## src/rtl/uart_word_loader_pkg.sv

```systemverilog
// Shared types and defaults for the UART instruction-word loader.
// Optional even-parity support is enabled with UART_LOADER_PARITY_EN.
package uart_word_loader_pkg;

    typedef enum logic [1:0] {
        ST_IDLE  = 2'd0,
        ST_START = 2'd1,
        ST_DATA  = 2'd2,
        ST_STOP  = 2'd3
    } rx_state_e;

    localparam int DEF_CLKS_PER_BIT = 781;
    localparam int DEF_ADDR_W       = 14;

`ifdef UART_LOADER_PARITY_EN
    // The parity bit rides as a ninth sample in the DATA state.
    localparam logic [3:0] LAST_BIT_IDX = 4'd8;

    function automatic logic even_parity(input logic [7:0] d);
        return ^d;
    endfunction
`else
    localparam logic [3:0] LAST_BIT_IDX = 4'd7;
`endif

endpackage

```

## src/rtl/uart_word_loader_rx.sv

```systemverilog
// uart_rx_byte: synchronizer, receive FSM and baud counter for one 8N1 byte
// (8E1 when UART_LOADER_PARITY_EN is defined).
module uart_rx_byte
    import uart_word_loader_pkg::*;
#(
    parameter int CLKS_PER_BIT = DEF_CLKS_PER_BIT
) (
    input  logic       clk_i,
    input  logic       rst_i,
    input  logic       en_i,
    input  logic       rx_i,
    output logic       byte_valid_o,
    output logic [7:0] byte_o,
    output logic       err_o
);

    localparam int CNT_W = $clog2(CLKS_PER_BIT + 1);
    localparam logic [CNT_W-1:0] HALF_BIT = CNT_W'(CLKS_PER_BIT / 2);
    localparam logic [CNT_W-1:0] FULL_BIT = CNT_W'(CLKS_PER_BIT - 1);
    localparam logic [CNT_W-1:0] CNT_ONE  = CNT_W'(1);
    localparam logic [CNT_W-1:0] CNT_ZERO = CNT_W'(0);

    logic             rx_meta_q;
    logic             rx_sync_q;
    logic             rx_prev_q;
    rx_state_e        state_q, state_d;
    logic [CNT_W-1:0] cnt_q, cnt_d;
    logic [3:0]       bit_q, bit_d;
    logic [7:0]       data_q, data_d;
    logic             frame_ok_s;
`ifdef UART_LOADER_PARITY_EN
    logic             par_q, par_d;
`endif

    assign byte_o = data_q;

    // Two-flop synchronizer plus one delayed copy for falling-edge detection.
    always_ff @(posedge clk_i) begin
        if (rst_i) begin
            rx_meta_q <= 1'b1;
            rx_sync_q <= 1'b1;
            rx_prev_q <= 1'b1;
        end else begin
            rx_meta_q <= rx_i;
            rx_sync_q <= rx_meta_q;
            rx_prev_q <= rx_sync_q;
        end
    end

    // FSM state, baud counter, bit counter and data shift register.
    always_ff @(posedge clk_i) begin
        if (rst_i) begin
            state_q <= ST_IDLE;
            cnt_q   <= CNT_ZERO;
            bit_q   <= 4'd0;
            data_q  <= 8'd0;
`ifdef UART_LOADER_PARITY_EN
            par_q   <= 1'b0;
`endif
        end else begin
            state_q <= state_d;
            cnt_q   <= cnt_d;
            bit_q   <= bit_d;
            data_q  <= data_d;
`ifdef UART_LOADER_PARITY_EN
            par_q   <= par_d;
`endif
        end
    end

`ifdef UART_LOADER_PARITY_EN
    assign frame_ok_s = rx_sync_q && (par_q == even_parity(data_q));
`else
    assign frame_ok_s = rx_sync_q;
`endif

    // Next-state logic; the byte/error strobes are asserted on the stop sample.
    always_comb begin
        state_d      = state_q;
        cnt_d        = cnt_q + CNT_ONE;
        bit_d        = bit_q;
        data_d       = data_q;
`ifdef UART_LOADER_PARITY_EN
        par_d        = par_q;
`endif
        byte_valid_o = 1'b0;
        err_o        = 1'b0;

        case (state_q)
            ST_IDLE: begin
                cnt_d = CNT_ZERO;
                bit_d = 4'd0;
                if (rx_prev_q && !rx_sync_q) begin
                    state_d = ST_START;
                end else begin
                    state_d = ST_IDLE;
                end
            end
            ST_START: begin
                if (cnt_q == HALF_BIT) begin
                    cnt_d = CNT_ZERO;
                    if (!rx_sync_q) begin
                        state_d = ST_DATA;
                    end else begin
                        state_d = ST_IDLE;
                    end
                end else begin
                    state_d = ST_START;
                end
            end
            ST_DATA: begin
                if (cnt_q == FULL_BIT) begin
                    cnt_d = CNT_ZERO;
                    bit_d = bit_q + 4'd1;
`ifdef UART_LOADER_PARITY_EN
                    if (bit_q == 4'd8) begin
                        par_d = rx_sync_q;
                    end else begin
                        data_d = {rx_sync_q, data_q[7:1]};
                    end
`else
                    data_d = {rx_sync_q, data_q[7:1]};
`endif
                    if (bit_q == LAST_BIT_IDX) begin
                        state_d = ST_STOP;
                    end else begin
                        state_d = ST_DATA;
                    end
                end else begin
                    state_d = ST_DATA;
                end
            end
            ST_STOP: begin
                if (cnt_q == FULL_BIT) begin
                    cnt_d   = CNT_ZERO;
                    state_d = ST_IDLE;
                    if (frame_ok_s) begin
                        byte_valid_o = 1'b1;
                    end else begin
                        err_o = 1'b1;
                    end
                end else begin
                    state_d = ST_STOP;
                end
            end
            default: begin
                state_d = ST_IDLE;
                cnt_d   = CNT_ZERO;
            end
        endcase

        // Leaving program mode aborts any frame in flight.
        if (!en_i) begin
            state_d      = ST_IDLE;
            cnt_d        = CNT_ZERO;
            bit_d        = 4'd0;
            byte_valid_o = 1'b0;
            err_o        = 1'b0;
        end else begin
            state_d = state_d;
        end
    end

endmodule

```

## src/rtl/uart_word_loader.sv

```systemverilog
// Assembles received UART bytes into big-endian 32-bit words and writes them
// to instruction memory. Optional parity: define UART_LOADER_PARITY_EN.
module uart_word_loader
    import uart_word_loader_pkg::*;
#(
    parameter int CLKS_PER_BIT = DEF_CLKS_PER_BIT,
    parameter int ADDR_W       = DEF_ADDR_W
) (
    input  logic              fpga_clk,
    input  logic              fpga_rst,
    input  logic              start_pg,
    input  logic              rx,
    output logic              wr_en,
    output logic [ADDR_W-1:0] wr_addr,
    output logic [31:0]       wr_data,
    output logic [ADDR_W:0]   word_cnt,
    output logic              frame_err
);

    localparam logic [ADDR_W-1:0] ADDR_ONE = ADDR_W'(1);
    localparam logic [ADDR_W:0]   CNT_ONE  = (ADDR_W + 1)'(1);
    localparam logic [ADDR_W:0]   CNT_SAT  = {1'b1, {ADDR_W{1'b0}}};

    logic              rx_valid_s;
    logic [7:0]        rx_byte_s;
    logic              rx_err_s;
    logic              start_rise_s;

    logic              start_prev_q;
    logic [1:0]        byte_idx_q, byte_idx_d;
    logic [23:0]       shift_q, shift_d;
    logic              wr_en_q, wr_en_d;
    logic [ADDR_W-1:0] wr_addr_q, wr_addr_d;
    logic [31:0]       wr_data_q, wr_data_d;
    logic [ADDR_W:0]   word_cnt_q, word_cnt_d;
    logic              frame_err_q, frame_err_d;

    uart_rx_byte #(
        .CLKS_PER_BIT (CLKS_PER_BIT)
    ) u_rx (
        .clk_i        (fpga_clk),
        .rst_i        (fpga_rst),
        .en_i         (start_pg),
        .rx_i         (rx),
        .byte_valid_o (rx_valid_s),
        .byte_o       (rx_byte_s),
        .err_o        (rx_err_s)
    );

    assign start_rise_s = start_pg && !start_prev_q;

    assign wr_en     = wr_en_q;
    assign wr_addr   = wr_addr_q;
    assign wr_data   = wr_data_q;
    assign word_cnt  = word_cnt_q;
    assign frame_err = frame_err_q;

    // Output and bookkeeping registers.
    always_ff @(posedge fpga_clk) begin
        if (fpga_rst) begin
            start_prev_q <= 1'b0;
            byte_idx_q   <= 2'd0;
            shift_q      <= 24'd0;
            wr_en_q      <= 1'b0;
            wr_addr_q    <= {ADDR_W{1'b0}};
            wr_data_q    <= 32'd0;
            word_cnt_q   <= {(ADDR_W + 1){1'b0}};
            frame_err_q  <= 1'b0;
        end else begin
            start_prev_q <= start_pg;
            byte_idx_q   <= byte_idx_d;
            shift_q      <= shift_d;
            wr_en_q      <= wr_en_d;
            wr_addr_q    <= wr_addr_d;
            wr_data_q    <= wr_data_d;
            word_cnt_q   <= word_cnt_d;
            frame_err_q  <= frame_err_d;
        end
    end

    // Word assembly, address/count advance and program-mode session control.
    always_comb begin
        wr_en_d     = 1'b0;
        byte_idx_d  = byte_idx_q;
        shift_d     = shift_q;
        wr_addr_d   = wr_addr_q;
        wr_data_d   = wr_data_q;
        word_cnt_d  = word_cnt_q;
        frame_err_d = frame_err_q;

        // Address and count advance the cycle after each write strobe.
        if (wr_en_q) begin
            wr_addr_d = wr_addr_q + ADDR_ONE;
            if (word_cnt_q != CNT_SAT) begin
                word_cnt_d = word_cnt_q + CNT_ONE;
            end else begin
                word_cnt_d = word_cnt_q;
            end
        end else begin
            wr_addr_d = wr_addr_q;
        end

        if (!start_pg) begin
            byte_idx_d = 2'd0;
        end else if (start_rise_s) begin
            byte_idx_d  = 2'd0;
            wr_addr_d   = {ADDR_W{1'b0}};
            word_cnt_d  = {(ADDR_W + 1){1'b0}};
            frame_err_d = 1'b0;
        end else begin
            if (rx_err_s) begin
                frame_err_d = 1'b1;
            end else begin
                frame_err_d = frame_err_q;
            end
            if (rx_valid_s) begin
                shift_d    = {shift_q[15:0], rx_byte_s};
                byte_idx_d = byte_idx_q + 2'd1;
                if (byte_idx_q == 2'd3) begin
                    wr_en_d   = 1'b1;
                    wr_data_d = {shift_q, rx_byte_s};
                end else begin
                    wr_en_d = 1'b0;
                end
            end else begin
                byte_idx_d = byte_idx_q;
            end
        end
    end

endmodule
```

## config.mk

```make
export PLATFORM = sky130hd
export DESIGN_NAME = uart_word_loader
export DESIGN_NICKNAME = d
export VERILOG_FILES = /design/src/rtl/uart_word_loader_pkg.sv /design/src/rtl/uart_word_loader_rx.sv /design/src/rtl/uart_word_loader.sv
export SDC_FILE = /design/constraint.sdc
export NUM_CORES = 1
export LEC_CHECK = 0
export BUFFER_PORTS_ARGS = -buffer_cell sky130_fd_sc_hd__buf_2
export CAP_MARGIN = 0
export CORE_ASPECT_RATIO = 1.25
export CORE_MARGIN = 4
export CORE_UTILIZATION = 55
export CTS_CLUSTER_SIZE = 28
export DETAILED_ROUTE_END_ITERATION = 6
export PLACE_DENSITY = 0.78
export SYNTH_ARGS = -nofsm -noshare
export SYNTH_HDL_FRONTEND = slang
export SYNTH_SLANG_ARGS = --single-unit
export TNS_END_PERCENT = 50
```

## constraint.sdc

```tcl
create_clock -name fpga_clk -period 2.71 [get_ports fpga_clk]
set_input_delay 0.4065 -clock fpga_clk [delete_from_list [all_inputs] [get_ports fpga_clk]]
set_output_delay 0.4065 -clock fpga_clk [all_outputs]
set_load 0.05 [all_outputs]
```

### After elaboration in Yosys (flattened, before gate mapping)

Cells that the tools add are included.
Widths: inputs -> output; s select.

| word-level totals | value |
|---|---|
| register bits | 117 |
| input bits | 4 |
| output and inout port bits | 63 |

| operators by class | value |
|---|---|
| add/subtract/negate cells | 5 |
| equality and inequality tests | 9 |
| multiplexer cells | 30 |
| bitwise logic cells | 3 |
| reduce and logical (&&, ||, !) cells | 16 |

Operator list:

| operator | number |
|---|---|
| $mux 15 | 4 |
| $mux 14 | 3 |
| $pmux 10 s3 | 1 |
| $mux 10 | 2 |
| $add 15x1->15 const B | 1 |
| $ne 15x15->1 const B | 1 |
| $add 14x1->14 const B | 1 |
| $mux 1 | 14 |
| $add 10x1->10 const B | 1 |
| $eq 10x10->1 const B | 1 |
| $eq 10x9->1 const B | 1 |
| $pmux 2 s4 | 1 |
| $pmux 4 s2 | 1 |
| $eq 2x2->1 const B | 3 |
| $mux 2 | 3 |
| $reduce_and 2->1 | 3 |
| $add 4x1->4 const B | 1 |
| $eq 4x3->1 const B | 1 |
| $mux 4 | 1 |
| $reduce_and 4->1 | 1 |
| $reduce_bool 2->1 | 2 |
| $reduce_or 2->1 | 2 |
| $reduce_or 4->1 | 1 |
| $not 1->1 | 3 |
| 8 further kinds | 10 |

### Depth between registers and ports, before layout

| logic depth | value |
|---|---|
| word-level depth | 6 |
| gate-level depth with buffers | 8 |

### Hierarchy

From an unflattened synthesis, not the netlist that was laid out.

| second synthesis, totals | value |
|---|---|
| cells, all modules | 567 |
| area total of the unflattened synthesis | 4718.3 um^2 |

By module, submodules not included:

| module | times used | cells each | area an instance (um^2) | seq. area each (um^2) |
|---|---|---|---|---|
| uart_word_loader | 1 | 424 | 3472.1 | 1801.7 |
| uart_rx_byte | 1 | 143 | 1246.2 | 540.5 |

### Least setup slack after synthesis

Ideal clock, no wire load.

| timing | value |
|---|---|
| kind | flip-flop to flip-flop |
| from | reg u_rx.cnt_q[4] |
| to | reg wr_data_q[27], in the netlist wr_data[27] |
| library setup time | 132 ps |
| data arrival time | 1806 ps |
| data required time | 2578 ps |
| setup slack | 772 ps |
| stages on the path, launching flop included | 8 |
| path buffers | 3 |
| period minus slack after synthesis | 1938 ps |
| cells stage by stage | dfxtp_1 -> buf_6 -> or4b_4 -> or4_4 -> buf_6 -> buf_6 -> o21ai_1 -> a21oi_1 |

| on the way | value |
|---|---|
| word-level cells in the longest chain between the ends | 5 |

Ends and longest elaborated chain:

| what | RTL line | RTL |
|---|---|---|
| start, declared | uart_word_loader_rx.sv:27 | `logic [CNT_W-1:0] cnt_q, cnt_d;` |
| start signal, assigned | uart_word_loader_rx.sv:62 | `cnt_q <= cnt_d;` |
| $eq 10x10->1 | uart_word_loader_rx.sv:134 | `if (cnt_q == FULL_BIT) begin` |
| $mux 1 | uart_word_loader_rx.sv:134 |  |
| $mux 1 | uart_word_loader_rx.sv:89 | `case (state_q)` |
| $mux 1 | uart_word_loader_rx.sv:153 | `if (!en_i) begin` |
| $reduce_and 4->1 (no source line) | n/a |  |
| end signal, assigned | uart_word_loader.sv:75 | `wr_data_q <= wr_data_d;` |
| end, declared | uart_word_loader.sv:34 | `logic [31:0] wr_data_q, wr_data_d;` |

Every way passes these cells.
A chain may end at the register's enable or synchronous reset.

### Final worst setup path

| timing | value |
|---|---|
| from | reg u_rx.cnt_q[4] |
| to | reg wr_data_q[20], in the netlist wr_data[20] |

The elaborated chain is that of the path after synthesis.

==> results.txt <==
Port-buffer cells: 66
Diodes inserted: 0
Die Y: 112.2 microns
RSZ-0062 raised after global routing: false
Req. time, crit path: 3.07 ns
Placer congestion estimate: 0.8518
Root Buffer: clkbuf_8
First-pass GRT wire length: 19130 microns
Layout area overhead: 20.21%
CTS Hold Buffers Added: 0
Power Density: 703.2 mW/mm^2
Kind of critical path: reg2reg
Rows: 37
DRC Markers: 0
Largest net degree at the start of global routing: 68
Post-CTS Setup Inserts: 0
Worst slew margin relative to its limit: 0.3670
Worst-Margin Slew: 0.9485 ns
CP endpoint kind: flop
Static leakage: 2.158 nW
Pins Over Slew Limit: 0
CP cell instances: or4b_4 > or4_4 > o21ai_1 > a21oi_1
Status: complete, no violations
Fin area: 0.005738 sq mm
Maximum VDD drop: 0.5388 mV
Post-synthesis sequential area ratio: 0.4907
Most common cell after layout, fill and taps aside: dfxtp_1
# setup viols final: 0
Max Clock Freq: 0.4543 GHz
Initial core utilization: 0.5728
Reg-to-Reg End: wr_data[20]$_SDFFE_PP0P_
Number of distinct library cells after synthesis: 48
Layout cells sized above 1: 0.1856
DR vias: 4215
Synthesis-stage register bit count: 117
Number of global-route vias before repair: 4041
CORE AREA: 0.008333 sq mm
Die span in x: 91.33 microns
Cell Area, Placed: 0.005131 sq mm
Final Util: 0.6886
Hold Path Class: in2reg
Setup TNS: 0 ns
CTS buffer count: 17
Post-route clock period utilization: 0.8123
Syn Nets: 568
Most frequent cells in the layout: dfxtp_1 (117), nand2_1 (70), a21oi_1 (69)
Clock buffer depth: 2
Worst-path clk slew: 0.06 ns
Gr usage total: 0.2254
RR Startpoint: u_rx.cnt_q[4]$_SDFF_PP0_
Worst-skew pair later-pin latency: 0.51 ns
Initial antenna violation count: 0
Post-CTS Resized: 0
Max Fanout on Critical Path: 56
H-tree levels: 4
Reg2reg path depth: 4
Min Hold Slack: 0.1249 ns
TritonCTS clock tree: done
Synthesized area: 0.004773 sq mm
DP HPWL: 6874 microns
Nets: 624
Vias/cell: 5.838
Max Cap Viol: 0
Initial DRC count: 413
Clock Skews: 0.01842 ns
R2R Setup Slk: 0.51 ns
Drt first pass iters: 5
Routed WL: 10950 microns
Setup crit start kind: flop
Fin crit period: 2.201 ns
Grt total ovfl: 0
Post-route ant nets: 0
Syn Area/Cell: 8.585 sq um
End of the critical path: wr_data[20]$_SDFFE_PP0P_
Mapped Cells: 556
Die area: 0.01024 sq mm
Worst path arrival time: 2.56 ns
Critical-path top delay cell: or4_4
Slowest stage delay, CP: 0.71 ns
Clk sinks: 117
Crit path from: u_rx.cnt_q[4]$_SDFF_PP0_
WL/cell: 15.17 microns
I/O pin count: 67
Synth warn: 0
Total power: 0.004035 W
Final Hold Fails: 0
[layer usage]
| metal | global-route usage | vias up | part of all wire |
|---|---|---|---|
| met3 | 0.05295 | 20 | 0.056 |
| met4 | 0.08853 | 0 | 0.018 |
| met1 | 0.2879 | 1995 | 0.43 |
| met5 | 0 | - | 0 |
| met2 | 0.3689 | 145 | 0.49 |
| li1 | - | 2055 | - |
[metrics by stage]
step | instances | setup WS, ns
detailed placement | 690 | 0.5336
floorplan | 556 | 0.7722
global placement | 690 | 0.5815
finish | 722 | 0.5087
CTS | 722 | 0.5173
global route | 722 | 0.3263
[power breakdown]
part           switching (W)  internal, W
Sequential        0.00000319      0.00172
Clock               0.000842      0.00143
Combinational      0.0000322   0.00000943
Total               0.000877      0.00316
[area by class of cell]
| class | instances | area (sq um) |
|---|---|---|
| fill | 633 | 2595 |
| clock buffer | 17 | 414.1 |
| multi-input combinational | 388 | 2212 |
| clock inverter | 15 | 192.7 |
| tap | 97 | 121.4 |
| timing repair buffer | 74 | 402.9 |
| inverter | 14 | 52.55 |
| sequential | 117 | 2342 |
[worst min-delay path by stage]
| stage | startpoint | to | slack, ns | depth (start not counted) |
|---|---|---|---|---|
| 2_1_floorplan | u_rx.rx_meta_q$_SDFF_PP1_ | u_rx.frame_ok_s$_SDFF_PP1_ | 0.39 | 1 |
| 3_3_place_gp | u_rx.rx_meta_q$_SDFF_PP1_ | u_rx.frame_ok_s$_SDFF_PP1_ | 0.40 | 1 |
| 3_5_place_dp | u_rx.rx_meta_q$_SDFF_PP1_ | u_rx.frame_ok_s$_SDFF_PP1_ | 0.41 | 1 |
| 4_1_cts | rx | u_rx.rx_meta_q$_SDFF_PP1_ | 0.09 | 2 |
| 5_1_grt | rx | u_rx.rx_meta_q$_SDFF_PP1_ | 0.11 | 2 |
| 6_report | rx | u_rx.rx_meta_q$_SDFF_PP1_ | 0.12 | 2 |
[kinds of logic after synthesis]
logic type | synth area share
AO/OA/AOI/OAI | 0.1444
XOR/XNOR | 0.05138
adder cells (fa/ha/maj) | 0.02097
buffers and inverters | 0.04902
flip-flops | 0.4907
multiplexers | 0.02097
AND/OR/NAND/NOR | 0.2225
[registers in the layout (all words and copies together), names as in the netlist]
| signal | flops |
|---|---|
| u_rx.byte_o | 8 |
| wr_addr | 14 |
| u_rx.cnt_q | 10 |
| start_prev_q | 1 |
| word_cnt | 15 |
| wr_data | 32 |
| u_rx.rx_meta_q | 1 |
| u_rx.state_q | 2 |
| byte_idx_q | 2 |
| u_rx.frame_ok_s | 1 |
| shift_q | 24 |
| frame_err | 1 |
| u_rx.rx_prev_q | 1 |
| u_rx.bit_q | 4 |
| wr_en | 1 |
[Yosys cell counts (all sizes together)]
| cell | instances | share of area |
|---|---|---|
| dfxtp | 117 | 0.49 |
| nand2 | 70 | 0.055 |
| a21oi | 69 | 0.072 |
| nand3 | 43 | 0.045 |
| nor2 | 43 | 0.034 |
| o21ai | 42 | 0.045 |
| clkbuf | 24 | 0.019 |
| xor2 | 18 | 0.033 |
| inv | 14 | 0.011 |
| buf | 13 | 0.019 |
| nand4 | 12 | 0.016 |
| mux2i | 10 | 0.021 |
| xnor2 | 10 | 0.018 |
| ha | 8 | 0.021 |
| nor4 | 7 | 0.010 |
| or4 | 6 | 0.010 |
| and3 | 5 | 0.0066 |
| and2 | 4 | 0.0052 |
| and4 | 4 | 0.0073 |
| or2 | 4 | 0.0052 |
| or3 | 4 | 0.0052 |
| a41oi | 3 | 0.0055 |
| nor3 | 3 | 0.0042 |
| a31oi | 2 | 0.0026 |
| nand2b | 2 | 0.0026 |
| nand3b | 2 | 0.0031 |
| nor4b | 2 | 0.0037 |
| o211ai | 2 | 0.0031 |
| o31ai | 2 | 0.0031 |
| a211o | 1 | 0.0018 |
| a211oi | 1 | 0.0016 |
| a21o | 1 | 0.0016 |
| a311oi | 1 | 0.0018 |
| and4b | 1 | 0.0021 |
| nand4b | 1 | 0.0018 |
| nor4bb | 1 | 0.0021 |
| o21a | 1 | 0.0016 |
| o311a | 1 | 0.0021 |
| o41a | 1 | 0.0024 |
| or4b | 1 | 0.0029 |
[worst max-delay path: cells and delay by family, from the launching register on]
| family | cells | cell delay [ns] |
|---|---|---|
| flip-flops | 1 | 0.38 |
| AND/OR/NAND/NOR | 2 | 1.29 |
| AO/OA/AOI/OAI | 2 | 0.37 |
Note: power is estimated with default switching activity, not from simulation.
